$ cat config.mk
export PLATFORM = sky130hd
export DESIGN_NAME = tt_um_counter_sequencer
export DESIGN_NICKNAME = d
export VERILOG_FILES = /design/src/rtl/counter_seq_pkg.sv /design/src/rtl/counter_core.sv /design/src/rtl/tt_um_counter_sequencer.sv
export SDC_FILE = /design/constraint.sdc
export NUM_CORES = 1
export LEC_CHECK = 0
export BUFFER_PORTS_ARGS = -buffer_cell sky130_fd_sc_hd__buf_2
export CELL_PAD_IN_SITES_DETAIL_PLACEMENT = 2
export CELL_PAD_IN_SITES_GLOBAL_PLACEMENT = 2
export CORE_UTILIZATION = 33
export DETAILED_ROUTE_END_ITERATION = 7
export PLACE_DENSITY = 0.9
export SLEW_MARGIN = 20
export SYNTH_ARGS = -nofsm -noshare
export SYNTH_HDL_FRONTEND = slang
export SYNTH_SLANG_ARGS = --single-unit
$ cat constraint.sdc
create_clock -name clk -period 2.38 [get_ports clk]
set_input_delay 0.119 -clock clk [delete_from_list [all_inputs] [get_ports clk]]
set_output_delay 0.119 -clock clk [all_outputs]
set_load 0.005 [all_outputs]
$ cat src/rtl/counter_seq_pkg.sv
// Shared types and constants for the counter sequencer: FSM states, register map,
// CMD/CTRL bit positions and prescaler divide terminals.
package counter_seq_pkg;

  localparam int unsigned CNT_W  = 4;
  localparam int unsigned DATA_W = 4;
  localparam int unsigned ADDR_W = 2;
  localparam int unsigned TERM_W = 8;

  typedef enum logic [1:0] {
    ST_IDLE   = 2'd0,
    ST_RUN    = 2'd1,
    ST_PAUSED = 2'd2,
    ST_DONE   = 2'd3
  } state_e;

  localparam logic [ADDR_W-1:0] ADDR_LOAD  = 2'd0;
  localparam logic [ADDR_W-1:0] ADDR_LIMIT = 2'd1;
  localparam logic [ADDR_W-1:0] ADDR_CTRL  = 2'd2;
  localparam logic [ADDR_W-1:0] ADDR_CMD   = 2'd3;

  localparam int unsigned CMD_START_BIT = 0;
  localparam int unsigned CMD_STOP_BIT  = 1;
  localparam int unsigned CMD_CLEAR_BIT = 2;

  localparam int unsigned CTRL_DIR_BIT  = 0;
  localparam int unsigned CTRL_AUTO_BIT = 1;
  localparam int unsigned CTRL_PSC_LSB  = 2;

  typedef enum logic [1:0] {
    PSC_DIV1   = 2'd0,
    PSC_DIV4   = 2'd1,
    PSC_DIV16  = 2'd2,
    PSC_DIV256 = 2'd3
  } psc_sel_e;

  localparam logic [TERM_W-1:0] PSC_TERM_DIV1   = 8'd0;
  localparam logic [TERM_W-1:0] PSC_TERM_DIV4   = 8'd3;
  localparam logic [TERM_W-1:0] PSC_TERM_DIV16  = 8'd15;
  localparam logic [TERM_W-1:0] PSC_TERM_DIV256 = 8'd255;

  // CTRL register layout, MSB first, matching the D nibble.
  typedef struct packed {
    logic [1:0] psc_sel;
    logic       auto_reload;
    logic       dir;
  } ctrl_t;

  function automatic logic [TERM_W-1:0] psc_term(input logic [1:0] sel);
    logic [TERM_W-1:0] term;
    case (psc_sel_e'(sel))
      PSC_DIV1:  term = PSC_TERM_DIV1;
      PSC_DIV4:  term = PSC_TERM_DIV4;
      PSC_DIV16: term = PSC_TERM_DIV16;
      default:   term = PSC_TERM_DIV256;
    endcase
    return term;
  endfunction

endpackage

$ cat src/rtl/counter_core.sv
// 4-bit loadable up/down counter; load has priority over enable, wraps modulo 16.
module counter_core
  import counter_seq_pkg::*;
(
  input  logic             clk,
  input  logic             rst_n,
  input  logic             load_i,
  input  logic [CNT_W-1:0] load_val_i,
  input  logic             en_i,
  input  logic             dir_i,
  output logic [CNT_W-1:0] count_o
);

  logic [CNT_W-1:0] count_q;
  logic [CNT_W-1:0] count_d;

  always_comb begin
    count_d = count_q;
    if (load_i) begin
      count_d = load_val_i;
    end else if (en_i) begin
      count_d = dir_i ? (count_q - CNT_W'(1)) : (count_q + CNT_W'(1));
    end
  end

  always_ff @(posedge clk or negedge rst_n) begin
    if (!rst_n) begin
      count_q <= '0;
    end else begin
      count_q <= count_d;
    end
  end

  assign count_o = count_q;

endmodule

$ cat src/rtl/tt_um_counter_sequencer.sv
// Tiny Tapeout top: strobed nibble register interface, prescaler and sequencing FSM
// wrapped around counter_core.
module tt_um_counter_sequencer
  import counter_seq_pkg::*;
#(
  parameter int unsigned PRESCALE_W = 8
) (
  input  logic       clk,
  input  logic       rst_n,
  input  logic       ena,
  input  logic [7:0] ui_in,
  input  logic [7:0] uio_in,
  output logic [7:0] uo_out,
  output logic [7:0] uio_out,
  output logic [7:0] uio_oe
);

  logic                  wr_sync1_q, wr_sync2_q, wr_prev_q;
  logic [CNT_W-1:0]      load_q;
  logic [CNT_W-1:0]      limit_q;
  ctrl_t                 ctrl_q;
  logic [PRESCALE_W-1:0] presc_q;
  state_e                state_q;
  logic                  tc_q;

  logic                  wr_pulse;
  logic [ADDR_W-1:0]     addr;
  logic [DATA_W-1:0]     data;
  logic                  cmd_wr, clear_cmd, stop_cmd, start_cmd;
  logic [PRESCALE_W-1:0] presc_term;
  logic                  presc_hit, tick, match;
  logic                  cnt_load, cnt_en;
  logic [CNT_W-1:0]      count;

  wire unused_inputs = &{1'b0, ena, ui_in[5:4], uio_in[7:1]};

  assign addr = ui_in[7:6];
  assign data = ui_in[3:0];

  // WR is asynchronous to clk: two-flop synchronizer, then rising-edge detect.
  always_ff @(posedge clk or negedge rst_n) begin
    if (!rst_n) begin
      wr_sync1_q <= 1'b0;
      wr_sync2_q <= 1'b0;
      wr_prev_q  <= 1'b0;
    end else begin
      wr_sync1_q <= uio_in[0];
      wr_sync2_q <= wr_sync1_q;
      wr_prev_q  <= wr_sync2_q;
    end
  end

  assign wr_pulse = wr_sync2_q & ~wr_prev_q;

  // Command decode with CLEAR > STOP > START; any CMD write swallows a coincident tick.
  always_comb begin
    cmd_wr     = wr_pulse && (addr == ADDR_CMD);
    clear_cmd  = cmd_wr && data[CMD_CLEAR_BIT];
    stop_cmd   = cmd_wr && !data[CMD_CLEAR_BIT] && data[CMD_STOP_BIT];
    start_cmd  = cmd_wr && !data[CMD_CLEAR_BIT] && !data[CMD_STOP_BIT] && data[CMD_START_BIT];
    presc_term = PRESCALE_W'(psc_term(ctrl_q.psc_sel));
    // >= keeps a lowered divide from waiting a full prescaler wrap.
    presc_hit  = (presc_q >= presc_term);
    tick       = (state_q == ST_RUN) && presc_hit && !cmd_wr;
    match      = (count == limit_q);
    cnt_load   = clear_cmd
               || (start_cmd && ((state_q == ST_IDLE) || (state_q == ST_DONE)))
               || (tick && match && ctrl_q.auto_reload);
    cnt_en     = tick && !match;
  end

  always_ff @(posedge clk or negedge rst_n) begin
    if (!rst_n) begin
      load_q  <= '0;
      limit_q <= '1;
      ctrl_q  <= '0;
    end else if (wr_pulse) begin
      case (addr)
        ADDR_LOAD:  load_q  <= data;
        ADDR_LIMIT: limit_q <= data;
        ADDR_CTRL:  ctrl_q  <= ctrl_t'(data);
        default:    ;
      endcase
    end
  end

  // Sequencing FSM with its prescaler and terminal-count pulse.
  always_ff @(posedge clk or negedge rst_n) begin
    if (!rst_n) begin
      state_q <= ST_IDLE;
      presc_q <= '0;
      tc_q    <= 1'b0;
    end else begin
      tc_q <= tick && match;
      if (clear_cmd) begin
        state_q <= ST_IDLE;
        presc_q <= '0;
      end else if (stop_cmd) begin
        if (state_q == ST_RUN) begin
          state_q <= ST_PAUSED;
        end
      end else if (start_cmd && (state_q != ST_RUN)) begin
        state_q <= ST_RUN;
        presc_q <= '0;
      end else if (state_q == ST_RUN) begin
        presc_q <= presc_hit ? '0 : (presc_q + PRESCALE_W'(1));
        if (tick && match && !ctrl_q.auto_reload) begin
          state_q <= ST_DONE;
        end
      end
    end
  end

  counter_core u_core (
    .clk        (clk),
    .rst_n      (rst_n),
    .load_i     (cnt_load),
    .load_val_i (load_q),
    .en_i       (cnt_en),
    .dir_i      (ctrl_q.dir),
    .count_o    (count)
  );

  assign uo_out  = {(state_q == ST_PAUSED), (state_q == ST_DONE), (state_q == ST_RUN), tc_q, count};
  assign uio_out = {limit_q, 4'b0000};
  assign uio_oe  = 8'hF0;

endmodule
==> Word level (Yosys, flattened, before mapping) <==
Cells that the tools add are included.
{ "classes": {"n_reduce_logical": 33, "n_lt_le_gt_ge": 1, "n_bitwise": 2, "muxes": 15, "n_addsub": 3, "eq_ne": 12} }
{ "op_table": {"columns": ["op", "count"], "rows": [
  ["$mux 8", 5],
  ["$pmux 8 s3", 1],
  ["$logic_and 1x1->1", 14],
  ["$mux 2", 6],
  ["$mux 4", 3],
  ["$eq 2x2->1 const B", 5],
  ["$add 8x1->8 const B", 1],
  ["$ge 8x8->1", 1],
  ["$reduce_and 2->1", 4],
  ["$eq 2x1->1 const B", 3],
  ["$logic_not 2->1", 3],
  ["$logic_not 1->1", 5],
  ["$add 4x1->4 const B", 1],
  ["$eq 4x4->1", 1],
  ["$reduce_bool 4->1", 1],
  ["$sub 4x1->4 const B", 1],
  ["$logic_or 1x1->1", 3],
  ["$ne 3x3->1 const B", 1],
  ["$reduce_and 3->1", 1],
  ["$reduce_bool 3->1", 1],
  ["$ne 2x1->1 const B", 1],
  ["$ne 2x2->1 const B", 1],
  ["$reduce_bool 2->1", 1],
  ["$and 1x1->1", 1],
  ["$not 1->1", 1]
]} }
{ "word_totals": {"elab_cells": 78, "input_bits": 19, "register_bits": 30} }

==> Logic depth before layout (Yosys ltp) <==
Gate-level depths: netlist of run 1.
{ "logic_depth": {"depth_word": 12, "ltp_mapped": 8} }

==> Modules after synthesis <==
A second synthesis of run 1 with hierarchy kept.
{ "unflattened": {"hier_cells": 188, "hier_area_um2": 1958.1} }
{ "modules_own_cells": {"columns": ["mod", "instances", "seq_area_each_um2", "cells_each", "area_per_inst_um2"], "rows": [
  ["tt_um_counter_sequencer", 1, 655.6, 154, 1629.1],
  ["counter_core", 1, 100.1, 34, 329.1]
]} }

==> Least setup slack after synthesis of run 1 <==
OpenSTA, ideal clock, no wires.
{ "synth_timing": {"path_type": "reg-to-reg", "from": "register ctrl_q[3] (netlist bit)", "to": "register u_core.count_q[0], in the netlist u_core.count_o[0]", "required_ns": 2.257, "n_path_buf": 0, "stages_incl_launch_ff": 8, "setup_ns": 0.123, "arrival_ns": 2.048, "setup_slack_ns": 0.210, "cell_sequence": "dfrtp_1 > or2_2 > ha_1 > nand2b_1 > a211o_1 > a21oi_2 > o31ai_1 > o221a_2"} }
{ "synth_between": {"elab_chain_len": 9, "elab_cells_between_ends": 13, "classes_between": "order compare (1); eq/ne (2); mux (2); reduce/logical (8)"} }
{ "synth_rtl": {"columns": ["item", "line_no", "rtl"], "rows": [
  ["start: declaration", "tt_um_counter_sequencer.sv:21", "ctrl_t ctrl_q;"],
  ["start signal: assignment", "tt_um_counter_sequencer.sv:81", "ADDR_CTRL: ctrl_q <= ctrl_t'(data);"],
  ["$eq 2x2->1 (tied with other cells)", "counter_seq_pkg.sv:51", "case (psc_sel_e'(sel))"],
  ["$pmux 8 s3 (*)", "counter_seq_pkg.sv:51", null],
  ["$ge 8x8->1 (*)", "tt_um_counter_sequencer.sv:63", "presc_hit = (presc_q >= presc_term);"],
  ["$logic_and 1x1->1 (*) (2 in a row)", "tt_um_counter_sequencer.sv:64", "tick = (state_q == ST_RUN) && presc_hit && !cmd_wr;"],
  ["$logic_and 1x1->1 (2 in a row)", "tt_um_counter_sequencer.sv:68", "|| (tick && match && ctrl_q.auto_reload);"],
  ["$logic_or 1x1->1", "tt_um_counter_sequencer.sv:68", null],
  ["$mux 4 / $reduce_bool 2->1 (equally long branches)", null, null],
  ["end signal: assignment", "counter_core.sv:30", "count_q <= count_d;"],
  ["end: declaration", "counter_core.sv:14", "logic [CNT_W-1:0] count_q;"]
]} }
Every way passes the cells marked *; elsewhere a longest branch is shown, timed or not.
A chain may end at the register's enable or synchronous reset.

==> Worst setup path after layout of run 1 <==
Ends and elaborated chain as after synthesis.

==> flow_metrics.py, run 1 <==
metrics = {
    "clock_tree": {
        "cts_tree": "built",
        "cts_max_level": 2,
        "root_buffer": "clkbuf_8",
        "cts_buffers": 5,
        "clk_latency_ns": 0.28,
        "clk_pin_slew_ns": 0.07,
        "numClockSinks": 30,
        "clock_path_buffers": 2,
    },
    "min_path": {
        "worst_hold_startpoint": "ui_in[3]",
        "worstHoldPathType": "in2reg",
        "holdPathStages": 3,
        "hold_end": "load_q[3]$_DFFE_PN0P_",
    },
    "global_routing": {
        "use_met3": 0.0318,
        "busiest_layer": "met2",
        "grt_pass1_vias": 1711,
        "grt_pass1_wl_um": 8490,
        "grt_max_degree": 31,
        "antenna_found_initial": 0,
        "grt_usage": 0.181,
        "met1_usage": 0.205,
        "met2_usage": 0.354,
        "grt.overflow.total": 0,
    },
    "floorplan": {
        "ios": 43,
        "die_w_um": 77.9,
        "die_height_um": 77.9,
        "coreArea_sq_um": 5540,
        "rows": 27,
        "dieArea_sq_um": 6070,
        "initial_core_util": 0.343,
    },
    "sta": {
        "slew_violations": 0,
        "fin_crit_ns": 2.28,
        "finalCritPeriodShare": 0.959,
        "setup_viol": 0,
        "hold_violations": 0,
        "fmax_mhz": 438,
        "maxSlewHeadroom": 0.513,
        "worst_pin_slew_ns": 0.730,
        "holdWs_ns": 0.0895,
        "skew_ns": 0.00678,
    },
    "yosys": {
        "postSynthAreaPerCell_sq_um": 9.80,
        "synth_edf_count": 0,
        "synth_top_area_share": 0.342,
        "synthTopCellsByArea": "dfrtp_1 (34%), ha_1 (7.9%), dfstp_2 (5.5%)",
        "post_synth_num_cell_types": 47,
        "ys_ff_latch": 30,
        "synth_cells": 194,
        "synthesis.area_sq_um": 1900,
        "ys_seq_area_frac": 0.398,
        "synthFlopType": "dfrtp_1",
        "yosysTopAreaCell": "dfrtp_1",
        "yosys_warnings": 0,
        "async_flop_share": 1.00,
    },
    "detailed_routing": {
        "via_per_inst": 5.03,
        "drtPass1Iterations": 4,
        "drt_wl_total_um": 4900,
        "post_drt_wl_per_cell_um": 16.4,
        "drc": 0,
        "route.antenna.remaining_nets": 0,
        "drt_iter0_markers": 31,
        "vias": 1499,
    },
    "finish": {
        "layout.nets": 257,
        "fin_util": 0.400,
        "finalInstanceArea_sq_um": 2220,
        "fin_cells": 298,
        "num_antenna_cells": 0,
        "syn_to_final_growth_pct": 16.7,
        "drive_gt1_frac": 0.270,
    },
    "critical_path": {
        "max_stage_delay_ns": 0.38,
        "worstReg2RegEnd": "u_core.count_o[0]$_DFFE_PN0P_",
        "r2r-start": "ctrl_q[3]$_DFFE_PN0P_",
        "r2r_cells": 7,
        "r2r_slack_ns": 0.1,
        "cp_cell_sequence": "or2_2 > ha_1 > nand2b_1 > a211o_1 > a21oi_4 > o31ai_2 > o221a_2",
        "path_max_fanout": 6,
        "arrival_ns": 2.45,
        "worst_ep_required_time_ns": 2.55,
        "cp-start-kind": "flip-flop",
        "critPathKind": "reg2reg",
        "cp_slowest_cell": "dfrtp_1",
        "worstSetupEndpointType": "flip-flop",
    },
    "power": {
        "fin_total_pwr_mw": 1.89,
        "leakage_nw": 0.986,
        "vdd_drop_max_mv": 0.355,
        "powerDensity_nw_per_um2": 851,
    },
    "placed_design": {
        "dp_hpwl_um": 3770,
        "dpl_cell_area_sq_um": 2080,
        "port_buffers": 20,
        "dp_cells": 288,
        "place.gp.congestion": 0.814,
    },
    "flow_run": {
        "maxCapViolCount": 0,
    },
    "run_status": {
        "outcome": "finished, final reports clean",
    },
}
==> per-stage QoR <==
step / TNS (ns) / worst slack (ns)
3_3_place_gp: 0 / 0.125
5_1_grt: -0.000840 / -0.000840
4_1_cts: 0 / 0.00383
6_report: 0 / 0.0975
3_5_place_dp: 0 / 0.0457
2_1_floorplan: 0 / 0.210
==> registers in the layout, summed over array words and instances (netlist names), 2 cells and up <==
name	cells
ctrl_q	4
limit_q	4
load_q	4
presc_q	8
state_q	2
u_core.count_o	4
==> placed cells by master (no fill, tap or decap), types with 2 or more instances in the layout <==
master | synthesis | layout
nand3_1 | 6 | 6
nor2_1 | 11 | 11
buf_2 | 0 | 20
nor4bb_1 | 2 | 2
dlygate4sd3_1 | 0 | 2
dfstp_2 | 4 | 4
o21ai_0 | 7 | 7
or3_1 | 2 | 2
or2_2 | 5 | 5
nand4_1 | 3 | 3
nand2_1 | 14 | 14
nand2b_1 | 5 | 5
clkbuf_8 | 0 | 5
or4_1 | 2 | 2
o221a_2 | 3 | 3
inv_1 | 11 | 11
ha_1 | 12 | 12
conb_1 | 2 | 12
mux2_2 | 9 | 9
dfrtp_1 | 26 | 26
o22ai_1 | 2 | 2
mux2i_1 | 2 | 2
and2_1 | 2 | 2
clkbuf_1 | 2 | 2
o21ai_1 | 3 | 2
xnor2_1 | 8 | 8
nor3_1 | 6 | 6
buf_4 | 13 | 7
a21oi_1 | 10 | 10
==> how the worst max path moves through the flow <==
stage	start	to	slack, ns	cells after the start
2_1_floorplan	ctrl_q[3]$_DFFE_PN0P_	u_core.count_o[0]$_DFFE_PN0P_	0.21	7
3_3_place_gp	ctrl_q[3]$_DFFE_PN0P_	u_core.count_o[2]$_DFFE_PN0P_	0.13	7
3_5_place_dp	ctrl_q[3]$_DFFE_PN0P_	u_core.count_o[0]$_DFFE_PN0P_	0.05	7
4_1_cts	ctrl_q[3]$_DFFE_PN0P_	u_core.count_o[0]$_DFFE_PN0P_	0.004	7
5_1_grt	ctrl_q[3]$_DFFE_PN0P_	state_q[0]$_DFFE_PN0P_	-0.0008	8
6_report	ctrl_q[3]$_DFFE_PN0P_	u_core.count_o[0]$_DFFE_PN0P_	0.1	7
==> worst max-delay path: cells and delay by family (launching register included) <==
family / cells / cell delay, ns
AOI/OAI and AO/OA: 4 / 1.06
and+or+nand+nor: 2 / 0.46
adders and majority gates: 1 / 0.28
DFF: 1 / 0.38
==> kinds of logic after synthesis <==
logic type | synth area share
compound gates | 0.138
buf+inv | 0.0770
other cells | 0.00395
mux | 0.0639
fa+ha+maj | 0.0895
xor+xnor | 0.0415
flops | 0.398
simple gates | 0.188
==> routing by layer <==
metal,vias up,part of all wire
li1,721,-
met2,19,0.54
met1,755,0.43
met5,-,0
met4,0,0.0051
met3,4,0.022
==> what timing repair did <==
action                     4_1_cts  5_1_grt
hold buffers                     2        0
resized for setup                0        3
setup endpoints to repair        0        5
buffers inserted                 0        0
hold endpoints to repair        27        0
==> power breakdown <==
group / internal (mW) / switching [mW]
Combinational: 0.296 / 0.357
Clock: 0.313 / 0.192
Sequential: 0.616 / 0.114
Total: 1.22 / 0.663
==> cell usage after synthesis (all sizes together) (2+ instances only) <==
cell / n
a211oi: 2
a21oi: 12
and2: 2
buf: 13
clkbuf: 2
conb: 2
dfrtp: 26
dfstp: 4
ha: 12
inv: 11
mux2: 9
mux2i: 2
nand2: 14
nand2b: 5
nand3: 6
nand4: 3
nor2: 11
nor3: 6
nor4bb: 2
o21ai: 10
o221a: 3
o22ai: 2
or2: 6
or3: 2
or4: 2
xnor2: 8
==> cell type report <==
cell class                 instances  area (sq um)
fill                             634          3320
multi-input combinational        148          1050
sequential                        30           756
timing repair buffer              29           173
tap                               72          90.1
clock buffer                       7          76.3
inverter                          11          41.3
clock inverter                     1          30.0
(Power assumes the default switching activity.)
==> inputs of run 2 (changes only) <==
--- a/config.mk
+++ b/config.mk
@@ -10,7 +10,7 @@
 export CELL_PAD_IN_SITES_GLOBAL_PLACEMENT = 2
 export CORE_UTILIZATION = 33
 export DETAILED_ROUTE_END_ITERATION = 7
-export PLACE_DENSITY = 0.9
+export PLACE_DENSITY_LB_ADDON = 0.1
 export SLEW_MARGIN = 20
 export SYNTH_ARGS = -nofsm -noshare
 export SYNTH_HDL_FRONTEND = slang
==> run 2 against run 1 <==
Against the previous run: final area rose by 1.9%; hold slack improved by 0.024 ns; combinational power rose by 3%; critical endpoint is now presc_q[2]$_DFFE_PN0P_; flip-flop and latch count did not move; via count rose by 1.6%; highest routed layer unchanged; sequential share of layout area fell by 0.62 points; core utilization rose by 0.75 points.
==> flow_metrics.py, run 2 (synthesis results as in run 1) <==
metrics = {
    "run_status": {
        "outcome": "finished, final reports clean",
    },
    "clock_tree": {
        "clock_path_buffers": 2,
        "clk_pin_slew_ns": 0.07,
        "clk_latency_ns": 0.28,
        "root_buffer": "clkbuf_8",
        "numClockSinks": 30,
        "cts_buffers": 5,
        "cts_tree": "built",
        "cts_max_level": 2,
    },
    "global_routing": {
        "grt_usage": 0.182,
        "antenna_found_initial": 0,
        "grt_pass1_wl_um": 8370,
        "grt_pass1_vias": 1722,
        "grt.overflow.total": 0,
        "grt_max_degree": 31,
    },
    "power": {
        "p_int_mw": 1.37,
        "powerDensity_nw_per_um2": 909,
        "p_sw_frac": 0.332,
        "vdd_drop_max_mv": 0.366,
        "power.switching_mw": 0.683,
        "power_frac_seq": 0.355,
        "leakage_nw": 1.00,
        "pwr-share-clk": 0.318,
        "comb_power_share": 0.327,
    },
    "critical_path": {
        "cp_slowest_cell": "dfrtp_1",
        "max_stage_delay_ns": 0.40,
        "cp_cell_sequence": "or2_2 > ha_1 > nand2b_1 > a211o_1 > a211oi_4 > buf_4 > nand3_1 > mux2i_1",
        "cp-start-kind": "flip-flop",
        "arrival_ns": 2.52,
        "worstSetupEndpointType": "flip-flop",
        "worst_ep_required_time_ns": 2.59,
        "crit_family": "compound AO/OA/AOI/OAI gates",
        "path_buf_inv": 1,
        "path_max_fanout": 5,
        "critPathKind": "reg2reg",
    },
    "sta": {
        "rsz0062_at_grt": "true",
        "fin_crit_ns": 2.32,
        "maxSlewHeadroom": 0.416,
        "fmax_mhz": 432,
        "finalCritPeriodShare": 0.973,
        "worst_pin_slew_ns": 0.864,
        "slew_violations": 0,
        "fin_setup_tns_ns": 0,
        "skew_ns": 0.00642,
        "hold_violations": 0,
        "setup_viol": 0,
        "holdWs_ns": 0.114,
    },
    "detailed_routing": {
        "drt_wl_total_um": 5030,
        "route.antenna.remaining_nets": 0,
        "vias": 1523,
        "drc": 0,
        "post_drt_wl_per_cell_um": 16.9,
        "via_per_inst": 5.11,
        "drt_iter0_markers": 45,
        "drtPass1Iterations": 3,
    },
    "floorplan": {
        "die_w_um": 77.9,
        "dieArea_sq_um": 6070,
        "rows": 27,
        "ios": 43,
        "die_height_um": 77.9,
        "coreArea_sq_um": 5540,
        "initial_core_util": 0.343,
    },
    "placed_design": {
        "dp_hpwl_um": 3920,
        "place.gp.congestion": 0.763,
        "port_buffers": 20,
    },
    "finish": {
        "largest_reg_flops": 8,
        "n_fill_cell": 619,
        "num_antenna_cells": 0,
        "syn_to_final_growth_pct": 18.9,
        "top_register": "presc_q",
        "layout.nets": 257,
        "drive_gt1_frac": 0.279,
        "layout_common_cells": "dfrtp_1 (26), buf_2 (20), nand2_1 (13)",
        "final_common_cell": "dfrtp_1",
    },
    "min_path": {
        "worstHoldPathType": "in2reg",
    },
    "flow_run": {
        "maxCapViolCount": 0,
    },
}
-- run 2: area by class of cell --
cell class / instances / area [sq um] / area share
Multi-Input combinational cell: 148 / 1060 / 0.468
Sequential cell: 30 / 756 / 0.334
Timing Repair Buffer: 29 / 173 / 0.0764
Tap cell: 72 / 90.1 / 0.0399
Clock buffer: 6 / 82.6 / 0.0365
Clock inverter: 2 / 60.1 / 0.0266
Inverter: 11 / 41.3 / 0.0183
-- run 2: metrics by stage --
step                      utilization  setup WS, ns  instances  power (mW)  area (sq um)
after floorplan                     -         0.210        204        1.14          1940
after global placement          0.373         0.108        287        1.31          2070
after detailed placement        0.373        0.0194        287        1.37          2070
after CTS                       0.404       0.00902        297        2.06          2240
after global routing            0.408       -0.0357        298        2.18          2260
final                           0.408        0.0648        298        2.05          2260
-- run 2: path summary, 6_finish.rpt --
path	depth (start not counted)	start	end	slack, ns
worst max register to register	8	ctrl_q[2]$_DFFE_PN0P_	presc_q[2]$_DFFE_PN0P_	0.06
min in group asynchronous	2	rst_n	u_core.count_o[1]$_DFFE_PN0P_	0.41
worst min-delay path	3	ui_in[3]	load_q[3]$_DFFE_PN0P_	0.11
worst min register to register	0	wr_sync1_q$_DFF_PN0_	wr_sync2_q$_DFF_PN0_	0.37
worst max-delay path	8	ctrl_q[2]$_DFFE_PN0P_	presc_q[2]$_DFFE_PN0P_	0.06
max in group asynchronous	2	rst_n	state_q[1]$_DFFE_PN0P_	1.52
-- run 2: timing repair --
item | CTS | global route
buffers inserted | 0 | 1
endpoints found under the hold margin | 27 | 0
setup endpoints to repair | 1 | 11
resized for setup | 1 | 3
hold buffers | 2 | 0
pin swaps | 0 | 1
-- run 2: worst min-delay path: cells and delay by family --
kind | cells | cell delay (ns)
AO/OA/AOI/OAI | 1 | 0.07
buffers and inverters | 1 | 0.12
AND/OR/NAND/NOR | 1 | 0.05
-- run 2: power by group through the flow --
| stage | Sequential, mW | Combinational [mW] | Clock [mW] |
|---|---|---|---|
| 6_report | 0.729 | 0.672 | 0.653 |
| 5_1_grt | 0.747 | 0.751 | 0.687 |
| 4_1_cts | 0.731 | 0.659 | 0.668 |
| 3_5_place_dp | 0.740 | 0.634 | 0 |
| 3_3_place_gp | 0.731 | 0.578 | 0 |
| 2_1_floorplan | 0.715 | 0.422 | 0 |
-- run 2: routing by layer --
layer | vias to the layer above | track usage | routed length [um]
met2 | 27 | 0.326 | 2570
met1 | 767 | 0.216 | 2260
li1 | 725 | - | -
met5 | - | 0 | 0
met4 | 0 | 0.0556 | 53
met3 | 4 | 0.0376 | 146
